**src/rtl/mips_pkg.sv**
```systemverilog
// Shared MIPS fetch definitions: reset PC default, word size, PC-unit state
// encoding and next-PC source selection.
package mips_pkg;

    localparam logic [31:0] RESET_PC_DEFAULT = 32'h0000_0000;
    localparam int unsigned WORD_BYTES       = 4;

    typedef enum logic [1:0] {
        BOOT  = 2'b00,
        RUN   = 2'b01,
        FLUSH = 2'b10
    } pc_state_e;

    typedef enum logic [1:0] {
        SEL_SEQ    = 2'b00,
        SEL_BRANCH = 2'b01,
        SEL_JUMP   = 2'b10,
        SEL_JR     = 2'b11
    } pc_sel_e;

endpackage

```
**src/rtl/pc_unit_if.sv**
```systemverilog
// Control/fetch bundle between decode/hazard logic (master) and the PC unit (slave).
interface pc_unit_if;

    logic        stall;
    logic        branch;
    logic        zero;
    logic        jump;
    logic        jr;
    logic [15:0] imm16;
    logic [25:0] jaddr;
    logic [31:0] rs_data;

    logic [31:0] pc;
    logic [31:0] pc_plus4;
    logic        fetch_valid;
    logic        redirect;
    logic        misalign;

    modport master (
        output stall, branch, zero, jump, jr, imm16, jaddr, rs_data,
        input  pc, pc_plus4, fetch_valid, redirect, misalign
    );

    modport slave (
        input  stall, branch, zero, jump, jr, imm16, jaddr, rs_data,
        output pc, pc_plus4, fetch_valid, redirect, misalign
    );

endinterface

```
**src/rtl/branch_target_adder.sv**
```systemverilog
// Conditional-branch target: pc_plus4 plus the sign-extended word offset.
module branch_target_adder (
    input  logic [31:0] pc_plus4,
    input  logic [15:0] imm16,
    output logic [31:0] target
);

    assign target = pc_plus4 + {{14{imm16[15]}}, imm16, 2'b00};

endmodule

```
**src/rtl/pc_unit.sv**
```systemverilog
// Program counter with BOOT/RUN/FLUSH sequencing and branch/jump/jr redirection.
// Optional jump-register path enabled by defining PC_UNIT_JR_EN.
module pc_unit
    import mips_pkg::*;
#(
    parameter logic [31:0] RESET_PC = RESET_PC_DEFAULT
) (
    input  logic       clk,
    input  logic       reset,
    pc_unit_if.slave   bus
);

    pc_state_e   state_q, state_d;
    pc_sel_e     sel;
    logic [31:0] pc_q, pc_d;
    logic        redirect_q, redirect_d;
    logic [31:0] pc_plus4, branch_target, jump_target, jr_target, target;
    logic        take_jr;

    assign pc_plus4    = pc_q + 32'(WORD_BYTES);
    assign jump_target = {pc_plus4[31:28], bus.jaddr, 2'b00};

    branch_target_adder u_branch_target_adder (
        .pc_plus4 (pc_plus4),
        .imm16    (bus.imm16),
        .target   (branch_target)
    );

`ifdef PC_UNIT_JR_EN
    logic misalign_q;

    assign take_jr   = bus.jr;
    assign jr_target = {bus.rs_data[31:2], 2'b00};
`else
    logic unused_jr;

    assign unused_jr = ^{bus.jr, bus.rs_data};
    assign take_jr   = 1'b0;
    assign jr_target = 32'h0000_0000;
`endif

    // NOTE: every variable gets a default before the if/case so no path leaves it unassigned (no latch).
    always_comb begin
        sel    = SEL_SEQ;
        target = pc_plus4;
        if (take_jr) begin
            sel    = SEL_JR;
            target = jr_target;
        end else if (bus.jump) begin
            sel    = SEL_JUMP;
            target = jump_target;
        end else if (bus.branch && bus.zero) begin
            sel    = SEL_BRANCH;
            target = branch_target;
        end
    end

    always_comb begin
        state_d    = state_q;
        pc_d       = pc_q;
        redirect_d = 1'b0;
        if (!bus.stall) begin
            unique case (state_q)
                BOOT:  state_d = RUN;
                RUN: begin
                    pc_d = target;
                    if (sel != SEL_SEQ) begin
                        redirect_d = 1'b1;
                        state_d    = FLUSH;
                    end
                end
                FLUSH: begin
                    pc_d    = pc_plus4;
                    state_d = RUN;
                end
                default: state_d = BOOT;
            endcase
        end
    end

    // NOTE: state registers use non-blocking assignments so all of them update together on the edge.
    always_ff @(posedge clk or posedge reset) begin
        if (reset) begin
            state_q    <= BOOT;
            pc_q       <= {RESET_PC[31:2], 2'b00};
            redirect_q <= 1'b0;
        end else begin
            state_q    <= state_d;
            pc_q       <= pc_d;
            redirect_q <= redirect_d;
        end
    end

`ifdef PC_UNIT_JR_EN
    // Sticky until reset: records any taken jr whose target had low address bits set.
    always_ff @(posedge clk or posedge reset) begin
        if (reset) begin
            misalign_q <= 1'b0;
        end else if (!bus.stall && state_q == RUN && sel == SEL_JR && bus.rs_data[1:0] != 2'b00) begin
            misalign_q <= 1'b1;
        end
    end

    assign bus.misalign = misalign_q;
`else
    assign bus.misalign = 1'b0;
`endif

    assign bus.pc          = pc_q;
    assign bus.pc_plus4    = pc_plus4;
    assign bus.fetch_valid = (state_q == RUN);
    assign bus.redirect    = redirect_q;

endmodule
```
**src/flat_wrapper.sv**
```systemverilog
// flat-port wrapper written by rule: the top's interface ports become plain ports
module pc_unit_flat import mips_pkg::*;
#(
    parameter logic [31:0] RESET_PC = RESET_PC_DEFAULT
)
  (clk, reset, bus_stall, bus_branch, bus_zero, bus_jump, bus_jr, bus_imm16, bus_jaddr, bus_rs_data, bus_pc, bus_pc_plus4, bus_fetch_valid, bus_redirect, bus_misalign);
  pc_unit_if bus_i ();
  input  logic clk;
  input  logic reset;
  input wire logic [$bits(bus_i.stall)-1:0] bus_stall;
  input wire logic [$bits(bus_i.branch)-1:0] bus_branch;
  input wire logic [$bits(bus_i.zero)-1:0] bus_zero;
  input wire logic [$bits(bus_i.jump)-1:0] bus_jump;
  input wire logic [$bits(bus_i.jr)-1:0] bus_jr;
  input wire logic [$bits(bus_i.imm16)-1:0] bus_imm16;
  input wire logic [$bits(bus_i.jaddr)-1:0] bus_jaddr;
  input wire logic [$bits(bus_i.rs_data)-1:0] bus_rs_data;
  output wire logic [$bits(bus_i.pc)-1:0] bus_pc;
  output wire logic [$bits(bus_i.pc_plus4)-1:0] bus_pc_plus4;
  output wire logic [$bits(bus_i.fetch_valid)-1:0] bus_fetch_valid;
  output wire logic [$bits(bus_i.redirect)-1:0] bus_redirect;
  output wire logic [$bits(bus_i.misalign)-1:0] bus_misalign;
  assign bus_i.stall = bus_stall;
  assign bus_i.branch = bus_branch;
  assign bus_i.zero = bus_zero;
  assign bus_i.jump = bus_jump;
  assign bus_i.jr = bus_jr;
  assign bus_i.imm16 = bus_imm16;
  assign bus_i.jaddr = bus_jaddr;
  assign bus_i.rs_data = bus_rs_data;
  assign bus_pc = bus_i.pc;
  assign bus_pc_plus4 = bus_i.pc_plus4;
  assign bus_fetch_valid = bus_i.fetch_valid;
  assign bus_redirect = bus_i.redirect;
  assign bus_misalign = bus_i.misalign;
  pc_unit #(.RESET_PC(RESET_PC)) u_core (.clk(clk), .reset(reset), .bus(bus_i));
endmodule
```
**config.mk**
```make
export PLATFORM = sky130hd
export DESIGN_NAME = pc_unit_flat
export DESIGN_NICKNAME = d
export VERILOG_FILES = /design/src/rtl/mips_pkg.sv /design/src/rtl/pc_unit_if.sv /design/src/rtl/branch_target_adder.sv /design/src/rtl/pc_unit.sv /design/src/flat_wrapper.sv
export SDC_FILE = /design/constraint.sdc
export NUM_CORES = 1
export LEC_CHECK = 0
export BUFFER_PORTS_ARGS = -buffer_cell sky130_fd_sc_hd__buf_4
export CAP_MARGIN = 15
export CORE_MARGIN = 1
export CORE_UTILIZATION = 45
export CTS_CLUSTER_DIAMETER = 60
export DETAILED_ROUTE_END_ITERATION = 7
export GPL_TIMING_DRIVEN = 0
export PLACE_DENSITY_LB_ADDON = 0.2
export SETUP_SLACK_MARGIN = 0.2
export SLEW_MARGIN = 20
export SYNTH_ARGS = -nofsm -noshare
export SYNTH_HDL_FRONTEND = slang
export SYNTH_HIERARCHICAL = 1
export SYNTH_SLANG_ARGS = --single-unit
```
**constraint.sdc**
```tcl
create_clock -name clk -period 4.3 [get_ports clk]
set_input_delay 0.215 -clock clk [delete_from_list [all_inputs] [get_ports clk]]
set_output_delay 0.215 -clock clk [all_outputs]
set_load 0.03 [all_outputs]
```
; Yosys cells after proc, flatten, opt, wreduce, memory -nomap -nowiden
; Index checks and enable logic that the tools add are counted.
[op_classes]
add_sub_neg = 2
n_eq_ne = 3
n_reduce_logical = 7
muxes = 10
bitwise = 1
[op_table]
columns = operator, count
row1 = 2-to-1 mux 32 bit, 2
row2 = one-hot mux 32 bit (2 select lines), 1
row3 = adder 32 x 3 -> 32 bit (second input constant), 1
row4 = adder 32 bit, 1
row5 = 2-to-1 mux 1 bit, 4
row6 = 2-to-1 mux 2 bit, 2
row7 = one-hot mux 2 bit (2 select lines), 1
row8 = AND reduction 2 bit, 2
row9 = nonzero test 2 bit, 2
row10 = equality test 2 x 1 -> 1 bit (second input constant), 1
row11 = equality test 2 bit (second input constant), 1
row12 = zero test 2 bit, 1
row13 = != test 2 x 1 -> 1 bit (second input constant), 1
row14 = OR reduction 2 bit, 1
row15 = logical AND 1 bit, 1
row16 = inverter 1 bit, 1
[word_totals]
reg_bits = 35
in_bits = 81
out_inout_bits = 67
elab_cells = 26

; Depth between registers and ports, before layout
[depth]
word_depth = 7
mapped_depth = 18
ltp_nobuf = 16

; Hierarchy
; The synthesis kept the hierarchy.
[modules_own_cells]
columns = mod, cells_per_inst, area_each_um2, n_inst
row1 = pc_unit, 328, 2753.9, 1
row2 = branch_target_adder, 226, 1660.3, 1

; Worst setup path after synthesis
; No wires, ideal clock.
[synth_path]
kind = flip-flop to flip-flop
startpoint = reg u_core.pc_q[2], in the netlist u_core/bus.pc[2]
endpoint = reg u_core.pc_q[27], in the netlist u_core/bus.pc[27]
slack_ns = -0.210
synth_period_minus_slack_ns = 4.510
arrival_ns = 4.379
required_ns = 4.169
n_path_buf = 0
path_stages_with_launch = 16
path_cell_list = dfrtp_1 ha_1 nand3_1 nor4_2 nand3_1 xnor2_1 ha_1 a21oi_1 nor3b_1 a22o_1 a21oi_2 a311oi_1 xnor2_1 a221o_1 a311oi_1 a211oi_1
[synth_between]
elab_chain_len = 5
[synth_rtl]
columns = element, line
row1 = "start, declared", pc_unit.sv:15  ; logic [31:0] pc_q, pc_d;
row2 = "start signal, assigned", pc_unit.sv:85  ; pc_q <= {RESET_PC[31:2], 2'b00};
row3 = "start signal, assigned", pc_unit.sv:89  ; pc_q <= pc_d;
row4 = adder 32 x 3 -> 32 bit, pc_unit.sv:20  ; assign pc_plus4 = pc_q + 32'(WORD_BYTES);
row5 = via bus_pc_plus4[22], flat_wrapper.sv:19  ; output wire logic [$bits(bus_i.pc_plus4)-1:0] bus_pc_plus4;
row6 = adder 32 bit, branch_target_adder.sv:8  ; assign target = pc_plus4 + {{14{imm16[15]}}, imm16, 2'b00};
row7 = via u_core.branch_target[27], pc_unit.sv:17  ; logic [31:0] pc_plus4, branch_target, jump_target, jr_target, target;
row8 = 2-to-1 mux 32 bit, pc_unit.sv:52  ; end else if (bus.branch && bus.zero) begin
row9 = 2-to-1 mux 32 bit, pc_unit.sv:49  ; end else if (bus.jump) begin
row10 = one-hot mux 32 bit (2 select lines), pc_unit.sv:63  ; unique case (state_q)
; The timed path passes the listed nets, and every way through them passes these cells.
; A chain may end at the register's enable or synchronous reset.

; Worst setup path in the final report
[layout_path]
startpoint = reg u_core.pc_q[2], in the netlist u_core/bus.pc[2]
endpoint = reg u_core.pc_q[26], in the netlist u_core/bus.pc[26]
[layout_between]
elab_chain_len = 5
[layout_rtl]
columns = element, line
row1 = adder 32 x 3 -> 32 bit, pc_unit.sv:20
row2 = adder 32 bit, branch_target_adder.sv:8
row3 = via u_core.branch_target[26], pc_unit.sv:17
row4 = 2-to-1 mux 32 bit, pc_unit.sv:52
row5 = 2-to-1 mux 32 bit, pc_unit.sv:49
row6 = one-hot mux 32 bit (2 select lines), pc_unit.sv:63
; The timed path passes the listed nets, and every way through them passes these cells.

==> results.toml <==
[run_status]
status = "finished, final reports clean"

[setup_path]
critPathArrivalTime_ns = 4.18
largest_fanout_on_the_critical_path = 6
critical_path_required_ns = 4.47
crit_chain = "ha_4 -> inv_1 -> or4_1 -> buf_4 -> or2_4 -> xnor2_4 -> ha_4 -> nand2_1 -> or3_1 -> nor2_1 -> a21oi_1 -> xnor2_1 -> a221o_1 -> a311oi_2 -> a211oi_1"
critPathKind = "reg2reg"
timing.critical_path.mode_cell = "sky130_fd_sc_hd__ha_4"
critPathLaunchType = "register"
timing.critical_path.to_type = "register"
critical-path-slowest-cell = "sky130_fd_sc_hd__or4_1"
timing.critical_path.slowest_cell_delay_ns = 0.53
reg2reg_depth = 15

[global_routing]
grt_pass1_vias = 4760
overflow = 0
grt_antenna_before_repair = 0
global_route_wire_length_before_repair_um = 24100
grt_max_degree = 20
grt_usage_pct = 30.7

[timing]
max_clock_freq_mhz = 250
timing_hold_violations_final = 0
worst_slew_pin_slew_ns = 0.956
slew_viol_final = 0
rsz0062_at_grt = "true"
timing.max_slew.rel_slack_pct = 36.0
finalCritPeriodShare_pct = 93.2
post-route-min-period_ns = 4.01
report.final.setup_viol = 0
clock_skew_ns = 0.0169

[detailed_routing]
routedWlPerCell_um = 19.4
post-route-drc-count = 0
ant_nets_after_route = 0
vias = 5145
drt-vias-per-instance = 6.26
drt-pass1-iter-count = 7
routed_wirelength_um = 16000
drt_iter0_drc = 465

[synth]
post_synth.cell_area_avg_um2 = 7.97
synth_most_common_cell = "sky130_fd_sc_hd__a21oi_1"
number_of_flip_flops_and_latches_in_the_synthesized_netlist = 35
post_synth_instance_area_um2 = 4410
ys_top_cells_by_count = "48 x sky130_fd_sc_hd__a21oi_1, 43 x sky130_fd_sc_hd__xnor2_1, 38 x sky130_fd_sc_hd__nand2_1"
synth_top_cells_by_area = "sky130_fd_sc_hd__dfrtp_1 20%, sky130_fd_sc_hd__ha_1 9.4%, sky130_fd_sc_hd__xnor2_1 8.5%"
yosysTopAreaCellShare_pct = 19.8
synth_sequential_area_ratio_pct = 19.8
netlist_instances = 554
synth_nets = 669
synth.largest_area_cell = "sky130_fd_sc_hd__dfrtp_1"
synthesis.yosys.warnings = 6
synth.lib_cells_used.distinct = 73
fraction_of_synthesis_flops_using_an_asynchronous_set_or_reset_pin_pct = 100
yosys_most_used_dff = "sky130_fd_sc_hd__dfrtp_1"
synth-edff-count = 0

[clocking]
cts-root-to-sink-buffers = 2
clock_tree.root_cell = "sky130_fd_sc_hd__clkbuf_8"
path_clk_slew_ns = 0.08
cts.sink_count = 35
cts.htree.levels = 2
cts_buffer_count = 5
clk_latency_ns = 0.30
cts_tree = "yes"

[power]
power.clock.fraction_pct = 5.3
comb_power_share_pct = 79.8
vdd.ir_drop.worst_mv = 0.479
power_report.internal_total_mw = 2.16
net-switching-power_mw = 2.76
power.static_leakage_nw = 2.56
cellPowerDensity_nw_per_um2 = 824
sw_frac_of_total_pct = 56.2
share_seq_of_total_power_pct = 14.9
fin_total_pwr_mw = 4.92

[place]
port_buffers = 113
hpwl_um = 12200
place.gp.congestion = 0.902
placed_cell_count = 797

[layout]
area_added_between_synthesis_and_finish_pct = 35.4
final_util_pct = 63.8
final_net_count = 808
drive_gt1_share_pct = 31.6
antenna-diode-count = 0
layoutNonFillerInstCount = 822

[floorplanning]
floorplan.die.width_um = 101
initial_utilization_pct = 47.1
overall_die_area_um2 = 10200
die_y_um = 101
floorplan.rows = 35
core_area_um2 = 9370
io_pins = 148

[worst_hold_path]
worst_hold_path_type = "in2reg"
min_path_cells = 2

[job]
cap_viol_max_count = 0
## final timing paths
path / startpoint / to / slack [ns]
min in group asynchronous: reset / u_core/bus.pc[28] / 0.46
setup / recovery: u_core/bus.pc[2] / u_core/bus.pc[26] / 0.29
hold reg to reg: u_core/state_q[1] / u_core/state_q[1] / 0.52
setup reg to reg: u_core/bus.pc[2] / u_core/bus.pc[26] / 0.29
hold / removal: bus_stall / u_core/state_q[1] / 0.17
max in group asynchronous: reset / u_core/bus.pc[7] / 3.36
## state kept, by name, summed over array words and instances (netlist names)
signal	cells
u_core/bus.redirect	1
u_core/bus.pc	32
u_core/state_q	2
## what timing repair did
action / in CTS / in global routing
hold buffers: 1 / 0
pin swaps: 4 / 9
buffers inserted: 5 / 12
cloned: 0 / 0
gates resized for setup: 21 / 39
setup endpoints to repair: 9 / 11
hold endpoints to repair: 16 / 0
## cells in the final DEF, fill, tap and decap left out, types with 12 or more instances in the layout
master and count:
sky130_fd_sc_hd__a221o_1 16, sky130_fd_sc_hd__dfrtp_1 22, sky130_fd_sc_hd__nand2_1 37, sky130_fd_sc_hd__dfrtp_2 13, sky130_fd_sc_hd__a21oi_1 47, sky130_fd_sc_hd__inv_1 32
sky130_fd_sc_hd__ha_1 25, sky130_fd_sc_hd__xnor2_1 37, sky130_fd_sc_hd__o21ai_0 27, sky130_fd_sc_hd__a211oi_1 12, sky130_fd_sc_hd__nand4_1 17, sky130_fd_sc_hd__buf_4 137
sky130_fd_sc_hd__clkbuf_1 15, sky130_fd_sc_hd__nor2_1 36
## cells by family (layout without fill, tap and decap cells)
| kind of cell | Yosys count | count (layout) | synth area share (%) |
|---|---|---|---|
| other cells | 1 | 1 | 0.0850 |
| flops | 35 | 35 | 19.8 |
| xor+xnor | 53 | 53 | 10.5 |
| buf+inv | 63 | 202 | 5.98 |
| compound gates | 200 | 200 | 33.4 |
| fa+ha+maj | 34 | 34 | 9.81 |
| simple gates | 168 | 168 | 20.4 |
## worst max-delay path: cells and delay by family (launching register included)
kind	cells	cell delay [ns]
AO/OA/AOI/OAI	4	0.88
XOR/XNOR	2	0.30
adder cells (fa/ha/maj)	2	0.52
buffers and inverters	2	0.27
flip-flops	1	0.43
AND/OR/NAND/NOR	5	1.46
## layout make-up
cell class              instances  area, um2
plain buffers                  30        154
clock buffers                   6       82.6
clock inverters                 1       5.00
fillers                       863       3400
inverters                      33        124
multi-input cells             456       3540
flip-flops and latches         35        892
well taps                     129        161
repair buffers                132       1010
## per-layer routing
metal	track usage [%]	share of wire, %	wire length (um)	vias to the layer above
met5	0	0	0	-
met4	8.25	1.6	250	0
met3	6.10	8.6	1370	31
met2	49.3	46	7390	270
met1	41.7	44	6980	2466
li1	-	-	-	2378
## power by group through the flow
stage	clock network [mW]	logic, mW	registers, mW
after floorplan	0	2.33	0.899
after global placement	0	3.52	0.701
after detailed placement	0	3.58	0.711
after CTS	0.263	3.67	0.718
after global routing	0.271	4.19	0.760
final	0.261	3.93	0.733
## metrics by stage
step | setup WS [ns] | instance area, um2 | hold slack, ns | setup TNS [ns]
2_1_floorplan | 0.119 | 4470 | 0.352 | 0
3_3_place_gp | -0.138 | 5480 | 0.473 | -0.145
3_5_place_dp | -0.141 | 5510 | 0.238 | -0.338
4_1_cts | 0.184 | 5750 | 0.172 | 0
5_1_grt | 0.170 | 5980 | 0.190 | 0
6_report | 0.293 | 5980 | 0.168 | 0
No activity file was read; power rests on OpenSTA's default activity.
